**src/rtl/stream_mux_n_if.sv**
```systemverilog
// ----------------------------------------------------------------------------
// stream_mux_n_if
//
// Purpose: groups the handshake and data signals of the N-channel streaming
// multiplexer into a single bundle. It covers the producer side (per-channel
// data/valid/ready), the select controls, and the consumer side
// (data/channel/valid/ready).
//
// Parameters:
//   N_CH  - number of input channels
//   W     - data width per channel
//   SEL_W - width of the channel index
//
// Signals:
//   in_data   [N_CH*W]  channel k at bits [k*W+W-1 : k*W]
//   in_valid  [N_CH]    per-channel valid
//   in_ready  [N_CH]    per-channel accept (at most one bit high)
//   sel       [SEL_W]   channel select for fixed mode
//   mode      [1]       0 = fixed select, 1 = round-robin
//   out_data  [W]       registered selected data
//   out_ch    [SEL_W]   index of the channel that produced out_data
//   out_valid [1]       output register holds data
//   out_ready [1]       consumer accepts out_data
//
// Modports:
//   master - environment side (producers + consumer)
//   slave  - multiplexer side
// ----------------------------------------------------------------------------
interface stream_mux_n_if #(
    parameter int N_CH  = 4,
    parameter int W     = 8,
    parameter int SEL_W = 2
);
    logic [N_CH*W-1:0] in_data;
    logic [N_CH-1:0]   in_valid;
    logic [N_CH-1:0]   in_ready;
    logic [SEL_W-1:0]  sel;
    logic              mode;
    logic [W-1:0]      out_data;
    logic [SEL_W-1:0]  out_ch;
    logic              out_valid;
    logic              out_ready;

    modport master (
        output in_data, in_valid, sel, mode, out_ready,
        input  in_ready, out_data, out_ch, out_valid
    );

    modport slave (
        input  in_data, in_valid, sel, mode, out_ready,
        output in_ready, out_data, out_ch, out_valid
    );
endinterface

```
**src/rtl/stream_mux_n.sv**
```systemverilog
// ----------------------------------------------------------------------------
// stream_mux_n
//
// Purpose: N-channel, W-bit streaming multiplexer with a one-entry registered
// output stage and valid/ready handshakes on every channel. A single channel
// is granted per cycle. In fixed mode the grant goes to the channel on sel.
// In round-robin mode it goes to the first valid channel after the last
// granted one.
//
// Optional feature macro: STREAM_MUX_RR_EN
//   defined   - round-robin arbiter and last-grant pointer are built; mode
//               selects fixed or round-robin grant.
//   undefined - arbiter and pointer are removed; mode is ignored and the
//               block always uses the fixed select.
//
// Ports:
//   clk     - single clock, rising edge
//   reset_n - asynchronous, active-low reset
//   bus     - stream_mux_n_if.slave bundle (see interface file for signals)
// ----------------------------------------------------------------------------
module stream_mux_n #(
    parameter int N_CH  = 4,
    parameter int W     = 8,
    parameter int SEL_W = 2
) (
    input  logic                 clk,
    input  logic                 reset_n,
    stream_mux_n_if.slave        bus
);

    typedef enum logic {
        EMPTY = 1'b0,
        FULL  = 1'b1
    } state_t;

    state_t           state;
    logic [W-1:0]     data_q;
    logic [SEL_W-1:0] ch_q;

    logic             fixed_valid;
    logic             grant_valid;
    logic [SEL_W-1:0] grant_idx;
    logic [W-1:0]     grant_data;
    logic             load_en;

    // Fixed-mode grant: the channel on sel. A sel value of N_CH or above
    // matches no channel, so fixed_valid stays low and nothing is granted.
    always_comb begin
        fixed_valid = 1'b0;
        for (int k = 0; k < N_CH; k++) begin
            if (bus.sel == SEL_W'(k)) begin
                fixed_valid = bus.in_valid[k];
            end
        end
    end

`ifdef STREAM_MUX_RR_EN
    logic [SEL_W-1:0] last;
    logic             rr_valid;
    logic [SEL_W-1:0] rr_idx;

    // Round-robin search. Try offsets 1..N_CH from the last grant, wrapping
    // at N_CH. The first valid channel wins, so the previous winner is tried
    // last.
    always_comb begin
        int cand;
        rr_valid = 1'b0;
        rr_idx   = '0;
        cand     = 0;
        for (int off = 1; off <= N_CH; off++) begin
            cand = int'(last) + off;
            if (cand >= N_CH) begin
                cand = cand - N_CH;
            end
            for (int k = 0; k < N_CH; k++) begin
                if (!rr_valid && cand == k && bus.in_valid[k]) begin
                    rr_valid = 1'b1;
                    rr_idx   = SEL_W'(k);
                end
            end
        end
    end

    // Pick the arbiter output that matches mode.
    always_comb begin
        if (bus.mode) begin
            grant_valid = rr_valid;
            grant_idx   = rr_idx;
        end else begin
            grant_valid = fixed_valid;
            grant_idx   = bus.sel;
        end
    end
`else
    logic unused_mode;
    assign unused_mode = bus.mode;

    always_comb begin
        grant_valid = fixed_valid;
        grant_idx   = bus.sel;
    end
`endif

    // Select the granted channel's data with constant slices.
    always_comb begin
        grant_data = '0;
        for (int k = 0; k < N_CH; k++) begin
            if (grant_idx == SEL_W'(k)) begin
                grant_data = bus.in_data[k*W +: W];
            end
        end
    end

    // Load when the granted channel is valid and the output register is
    // empty or draining this cycle. Gating with reset_n keeps in_ready low
    // while reset is held, even though in_valid may already be high.
    assign load_en = reset_n && grant_valid && (state == EMPTY || bus.out_ready);

    // One-hot accept for the granted channel only.
    always_comb begin
        bus.in_ready = '0;
        for (int k = 0; k < N_CH; k++) begin
            bus.in_ready[k] = load_en && (grant_idx == SEL_W'(k));
        end
    end

    // Output stage FSM. Loading always leaves it FULL, which covers the
    // back-to-back case. A transfer without a new load empties it. With no
    // transfer and no load, the held entry stays as it is.
    always_ff @(posedge clk or negedge reset_n) begin
        if (!reset_n) begin
            state  <= EMPTY;
            data_q <= '0;
            ch_q   <= '0;
        end else if (load_en) begin
            state  <= FULL;
            data_q <= grant_data;
            ch_q   <= grant_idx;
        end else if (state == FULL && bus.out_ready) begin
            state  <= EMPTY;
        end
    end

`ifdef STREAM_MUX_RR_EN
    // Last-grant pointer. Its reset value is N_CH-1 so that the first
    // round-robin search starts at channel 0. It updates on every load in
    // either mode.
    always_ff @(posedge clk or negedge reset_n) begin
        if (!reset_n) begin
            last <= SEL_W'(N_CH - 1);
        end else if (load_en) begin
            last <= grant_idx;
        end
    end
`endif

    assign bus.out_valid = (state == FULL);
    assign bus.out_data  = data_q;
    assign bus.out_ch    = ch_q;

endmodule

```
**src/flat_wrapper.sv**
```systemverilog
// flat-port wrapper written by rule: the top's interface ports become plain ports
module stream_mux_n_flat 
#(
    parameter int N_CH  = 4,
    parameter int W     = 8,
    parameter int SEL_W = 2
)
  (clk, reset_n, bus_in_data, bus_in_valid, bus_sel, bus_mode, bus_out_ready, bus_in_ready, bus_out_data, bus_out_ch, bus_out_valid);
  stream_mux_n_if #(.N_CH(N_CH), .W(W), .SEL_W(SEL_W)) bus_i ();
  input  logic clk;
  input  logic reset_n;
  input wire logic [$bits(bus_i.in_data)-1:0] bus_in_data;
  input wire logic [$bits(bus_i.in_valid)-1:0] bus_in_valid;
  input wire logic [$bits(bus_i.sel)-1:0] bus_sel;
  input wire logic [$bits(bus_i.mode)-1:0] bus_mode;
  input wire logic [$bits(bus_i.out_ready)-1:0] bus_out_ready;
  output wire logic [$bits(bus_i.in_ready)-1:0] bus_in_ready;
  output wire logic [$bits(bus_i.out_data)-1:0] bus_out_data;
  output wire logic [$bits(bus_i.out_ch)-1:0] bus_out_ch;
  output wire logic [$bits(bus_i.out_valid)-1:0] bus_out_valid;
  assign bus_i.in_data = bus_in_data;
  assign bus_i.in_valid = bus_in_valid;
  assign bus_i.sel = bus_sel;
  assign bus_i.mode = bus_mode;
  assign bus_i.out_ready = bus_out_ready;
  assign bus_in_ready = bus_i.in_ready;
  assign bus_out_data = bus_i.out_data;
  assign bus_out_ch = bus_i.out_ch;
  assign bus_out_valid = bus_i.out_valid;
  stream_mux_n #(.N_CH(N_CH), .W(W), .SEL_W(SEL_W)) u_core (.clk(clk), .reset_n(reset_n), .bus(bus_i));
endmodule
```
**config.mk**
```make
export PLATFORM = sky130hd
export DESIGN_NAME = stream_mux_n_flat
export DESIGN_NICKNAME = d
export VERILOG_FILES = /design/src/rtl/stream_mux_n_if.sv /design/src/rtl/stream_mux_n.sv /design/src/flat_wrapper.sv
export SDC_FILE = /design/constraint.sdc
export NUM_CORES = 1
export LEC_CHECK = 0
export CAP_MARGIN = 30
export CORE_MARGIN = 1
export CORE_UTILIZATION = 32
export DETAILED_ROUTE_END_ITERATION = 8
export PLACE_DENSITY_LB_ADDON = 0.1
export RECOVER_POWER = 100
export SYNTH_ARGS = -nofsm -noshare
export SYNTH_HDL_FRONTEND = slang
export SYNTH_SLANG_ARGS = --single-unit
export TNS_END_PERCENT = 50
```
**constraint.sdc**
```tcl
create_clock -name clk -period 1.24 [get_ports clk]
set_input_delay 0.186 -clock clk [delete_from_list [all_inputs] [get_ports clk]]
set_output_delay 0.186 -clock clk [all_outputs]
set_load 0.01 [all_outputs]
```
==> flow_summary_export.csv, run 1 <==
group,metric,value,unit
outcome,status,"complete, but fails checks",
outcome,violations,"setup timing",
synth,synth-xor-area-share,0,
detailed_routing,wl,2220,um
synth,synth_top_family_by_area,"multiplexers",
final_layout,final_util,0.701,
cts,cts-root-buf,"clkbuf_4",
sta,post-route-min-period,1460,ps
critical_path,cp_top_family,"simple AND/OR/NAND/NOR gates",
synth,syn_area_per_cell,14.6,sq um
cts,tritoncts,"built",
power_and_ir_drop,peakVddDrop,0.789,mV
synth,syn_area,714,sq um
synth,ys_ff_latch,11,
floorplanning,die_w,49.3,um
synth,ys_top_cells_by_area,"dfrtp_1, mux4_2, mux2_2",
power_and_ir_drop,power,0.00135,W
cts,tritoncts.num_buffers,3,
synth,ys_seq_area_frac,0.385,
final_layout,area_growth,98.4,%
place,io_buffer_count,55,
detailed_routing,vias_per_cell,4.92,
synth,yosysUniqueCellTypes,16,
floorplanning,die-area,2430,sq um
sta,hold_viol_final,0,
final_layout,finalNonFillerCells,143,
sta,rsz0062_at_grt,"yes",
critical_path,worst-path-buf-inv,1,
cts,clock_latency,270,ps
synth,synthSimpleGateAreaFrac,0.109,
job,maxCapViolations,0,
grt,grt_pass1_vias,757,
synth,synth_top_area_cell,"dfrtp_1",
sta,fin_skew,1.85,ps
floorplanning,rows,16,
cts,hold_buffers,0,
critical_path,critical_path_class,"register to output port",
synth,synth-compound-area-share,0.0245,
floorplanning,core-area,2020,sq um
detailed_routing,ant_nets,0,
synth,synth_warnings,0,
sta,relSlewSlack,0.833,
critical_path,path_cells,"nand2b_4 > nand2_4 > nor4b_4 > buf_2",
synth,syn_inst,49,
synth,synthAdderAreaFrac,0,
power_and_ir_drop,p_per_area,952,nW/um^2
place,dpl.cell_count,136,
critical_path,critPathLaunchType,"register",
detailed_routing,firstDrtPassIters,3,
final_layout,final_common_cell,"clkdlybuf4s50_1",
floorplanning,io_pins,57,
synth,syn-num-nets,91,
worst_hold_path,min_path_type,"primary input to async pin",
grt,grt_first_pass_wirelength,3680,um
detailed_routing,drt-wirelength-per-cell,15.5,um
place,dp_worst_setup_slack,-743,ps
detailed_routing,vias,704,
final_layout,fin_nets,159,
place,hpwl,1680,um
place,gp_congestion,0.734,
power_and_ir_drop,p_leak,0.619,nW
cts,cts.sinks,11,
critical_path,crit_path_max_incr_delay,410,ps
final_layout,drive_gt1_frac,0.422,
final_layout,final_cell_mix,"clkdlybuf4s50_1, dlygate4sd2_1, buf_4, dfrtp_1, mux4_2",
synth,synth_top_area_share,0.385,
sta,layout_setup_ws,-216,ps
floorplanning,initial_core_util,0.353,
final_layout,fillers,167,
synth,synthMuxAreaShare,0.462,
grt,antenna_found_initial,0,
cts,h-tree-depth,1,
critical_path,slowest_stage,"dfrtp_1",
grt,grt-ovfl-total,0,
critical_path,cp_data_required_time,1050,ps
sta,slew_violations,0,
grt,track_usage,0.204,
sta,hold_ws,175,ps
sta,worstMarginPinSlew,251,ps
detailed_routing,drt_iter0_drc,7,
cts,cts.clk_slew.worst_paths,70,ps
sta,timing.fmax,0.687,GHz
floorplanning,die_y,49.3,um
cts,clockBufferDepth,2,
critical_path,worstPathMaxFanout,4,
sta,setup_viol,9,
detailed_routing,drc_errors,0,
sta,fin_crit_sh,1.17,
critical_path,cp.arrival,1270,ps
grt,grt_max_degree,15,
critical_path,crit_path_end_kind,"output port",
final_layout,antenna_cells,0,
sequential cells by signal, indices dropped and copies added, names as in the netlist:
name,cells
u_core.bus.out_valid,1
u_core.bus.out_data,8
u_core.bus.out_ch,2
area by class of cell:
type	instances	area, sq um	share of cell area
flip-flops and latches	11	275	0.194
clock buffers	4	26.3	0.0185
repair buffers	65	581	0.410
multi-input cells	36	502	0.354
well taps	27	33.8	0.0238
cells in the mapped netlist (all sizes together):
master	count
a22o	1
a31o	1
buf	3
dfrtp	11
mux2	11
mux4	9
nand2	5
nand2b	1
nand3	3
nor2	1
nor3	1
nor3b	1
nor4b	1
final timing paths:
check	slack, ps	depth (start not counted)	to	startpoint
setup / recovery	-220	4	bus_in_ready[0]	u_core.bus.out_valid$_DFFE_PN0P_
setup reg to reg	-10	4	u_core.bus.out_data[7]$_DFFE_PN0P_	u_core.bus.out_valid$_DFFE_PN0P_
hold reg to reg	510	1	u_core.bus.out_data[5]$_DFFE_PN0P_	u_core.bus.out_data[5]$_DFFE_PN0P_
max in group asynchronous	880	2	u_core.bus.out_data[7]$_DFFE_PN0P_	reset_n
min in group clk	350	3	u_core.bus.out_ch[0]$_DFFE_PN0P_	bus_sel[0]
hold / removal	170	2	u_core.bus.out_ch[0]$_DFFE_PN0P_	reset_n
logic make-up after synthesis:
| group | count (synthesis) |
|---|---|
| muxes | 20 |
| and+or+nand+nor | 13 |
| DFF | 11 |
| buffers and inverters | 3 |
| AOI/OAI and AO/OA | 2 |
metrics by stage:
step | area (sq um) | TNS [ps]
after floorplan | 724 | -434
after global placement | 1350 | -9540
after detailed placement | 1350 | -9850
after CTS | 1410 | -770
after global routing | 1420 | -1330
final | 1420 | -839
timing repair:
item | CTS | global route
setup endpoints to repair | 26 | 13
endpoints found under the hold margin | 0 | 0
pin swaps | 5 | 2
resized for setup | 59 | 1
gates cloned | 1 | 0
buffers inserted | 2 | 2
report_power, final:
part / internal, W / switching [W] / total [W]
Combinational: 0.000381 / 0.000219 / 0.000600
Clock: 0.000125 / 0.000127 / 0.000252
Sequential: 0.000449 / 0.0000478 / 0.000497
Total: 0.000955 / 0.000394 / 0.00135
metal layers:
metal  wire (um)  GRT usage  vias up
li1            -          -      333
met1         939      0.251      345
met2        1180      0.358       24
met3          90     0.0467        2
met4          11     0.0441        0
met5           0          0        -
Power figures use the tool's default switching activity.
==> run 2, diff against run 1 <==
==> constraint.sdc (replaced) <==
create_clock -name clk -period 1.24 [get_ports clk]
set_input_delay 0.186 -clock clk [delete_from_list [all_inputs] [get_ports clk]]
set_output_delay 0.186 -clock clk [all_outputs]
set_load 0.02 [all_outputs]
==> flow_summary_export.csv, run 2 (synthesis gave the netlist of run 1 again) <==
group,metric,value,unit
outcome,status,"complete, but fails checks",
outcome,violations,"setup timing",
detailed_routing,drt_iter0_drc,12,
detailed_routing,wl,2040,um
grt,track_usage,0.195,
worst_hold_path,min_path_type,"primary input to register",
sta,worstMarginPinSlew,219,ps
critical_path,cp.arrival,1250,ps
grt,antenna_found_initial,0,
final_layout,area_growth,109,%
grt,grt_max_degree,17,
cts,cts.sinks,11,
cts,clock_latency,260,ps
cts,h-tree-depth,1,
sta,timing.fmax,0.695,GHz
floorplanning,die_w,49.3,um
sta,post-route-min-period,1440,ps
power_and_ir_drop,peakVddDrop,0.706,mV
cts,tritoncts,"built",
detailed_routing,drc_errors,0,
floorplanning,die_y,49.3,um
grt,grt_first_pass_wirelength,3570,um
power_and_ir_drop,p_leak,0.647,nW
sta,hold_viol_final,0,
critical_path,r2r_end,"u_core.bus.out_data[1]$_DFFE_PN0P_",
place,io_buffer_count,55,
final_layout,antenna_cells,0,
sta,rsz0062_at_grt,"yes",
sta,setup_tns,-1680,ps
critical_path,r2r-start,"u_core.bus.out_valid$_DFFE_PN0P_",
critical_path,crit_path_end_kind,"output port",
sta,slew_violations,0,
detailed_routing,vias,724,
detailed_routing,drt-wirelength-per-cell,14.1,um
grt,grt-ovfl-total,0,
critical_path,worstPathMaxFanout,3,
cts,cts-root-buf,"clkbuf_4",
cts,cts.clk_slew.worst_paths,70,ps
power_and_ir_drop,p_per_area,961,nW/um^2
final_layout,final_cell_mix,"clkdlybuf4s50_1, dlygate4sd2_1, buf_4, dfrtp_1, mux4_2",
critical_path,worst-path-buf-inv,2,
detailed_routing,vias_per_cell,4.99,
final_layout,fillers,156,
place,gp_congestion,0.788,
critical_path,critical_path_class,"primary input to output port",
critical_path,cp_top_family,"buffers and inverters",
floorplanning,rows,16,
final_layout,largest_register_ffs,8,
final_layout,drive_gt1_frac,0.424,
critical_path,cp_data_required_time,1050,ps
cts,clockBufferDepth,2,
floorplanning,io_pins,57,
floorplanning,initial_core_util,0.353,
final_layout,fin_nets,161,
detailed_routing,ant_nets,0,
final_layout,final_util,0.738,
place,dpl.cell_count,137,
worst_hold_path,min_to,"u_core.bus.out_ch[0]$_DFFE_PN0P_",
final_layout,finalNonFillerCells,145,
critical_path,worstRegToRegCells,5,
critical_path,crit_path_max_incr_delay,580,ps
final_layout,final_common_cell,"clkdlybuf4s50_1",
job,maxCapViolations,0,
sta,fin_crit_sh,1.16,
sta,fin_skew,0.441,ps
critical_path,rrSetupSlack,-80,ps
critical_path,critPathLaunchType,"primary input",
grt,grt_pass1_vias,768,
detailed_routing,firstDrtPassIters,4,
floorplanning,core-area,2020,sq um
floorplanning,die-area,2430,sq um
worst_hold_path,min_path_cells,3,
sta,layout_setup_ws,-199,ps
sta,relSlewSlack,0.854,
worst_hold_path,worstHoldStart,"bus_sel[0]",
place,hpwl,1570,um
critical_path,slowest_stage,"clkdlybuf4s50_1",
critical_path,path_cells,"clkdlybuf4s50_1 > nand3_2 > nor3b_4 > buf_6",
cts,tritoncts.num_buffers,3,
sta,setup_viol,14,
[run 2: changes by cell type in the layout (fill, tap and decap cells not counted), moves of 2 or more]
cell	previous run	this run
clkdlybuf4s15_1	2	0
dlygate4sd2_1	12	15
clkdlybuf4s15_2	2	0
buf_6	0	3
buf_12	0	2
buf_2	6	0
clkdlybuf4s50_1	32	34
[run 2: area by class of cell]
type	instances	area (sq um)	area share
tap	27	33.8	0.0227
multi-input combinational	36	515	0.346
clock buffer	4	26.3	0.0176
timing repair buffer	67	641	0.430
sequential	11	275	0.185
[run 2: where the power goes]
part	switching, W	total (W)	internal (W)
Combinational	0.000289	0.000691	0.000402
Clock	0.000118	0.000242	0.000124
Sequential	0.0000495	0.000499	0.000450
Total	0.000457	0.00143	0.000976
[run 2: layer usage]
metal	vias to the layer above	track usage	share of wire
met5	-	0	0
met1	352	0.241	0.40
li1	337	-	-
met2	35	0.333	0.51
met3	0	0.0654	0.088
met4	0	0.0294	0
[run 2: timing repair]
item	CTS	global route
pin swaps	3	0
setup buffers	3	0
endpoints found under the setup margin	26	14
resized for setup	50	2
cloned	1	0
hold buffers	0	0
hold endpoints to repair	0	0
[run 2: through the flow]
| stage | setup WS (ps) | total power [W] | instance area [sq um] | hold WS (ps) |
|---|---|---|---|---|
| after floorplan | -47.0 | 0.000819 | 759 | -110 |
| after global placement | -700 | 0.00120 | 1410 | 488 |
| after detailed placement | -718 | 0.00121 | 1410 | 494 |
| after CTS | -201 | 0.00145 | 1490 | 412 |
| after global routing | -255 | 0.00153 | 1490 | 420 |
| final | -199 | 0.00143 | 1490 | 413 |
[run 2: worst reg2reg max path: cells and delay by family (launching register included)]
kind                   cells  cell delay (ps)
flip-flops                 1              420
multiplexers               1              330
AND/OR/NAND/NOR            2              230
buffers and inverters      2              230
[run 2: worst max path at each step]
stage | endpoint | cells after the start | slack, ps | startpoint
global placement | bus_in_ready[0] | 4 | -700 | bus_sel[0]
finish | bus_in_ready[1] | 4 | -200 | reset_n
detailed placement | bus_in_ready[0] | 4 | -720 | bus_sel[0]
floorplan | u_core.bus.out_ch[1]$_DFFE_PN0P_ | 3 | -50 | bus_sel[0]
global route | bus_in_ready[0] | 4 | -250 | u_core.bus.out_valid$_DFFE_PN0P_
CTS | bus_in_ready[0] | 4 | -200 | u_core.bus.out_valid$_DFFE_PN0P_
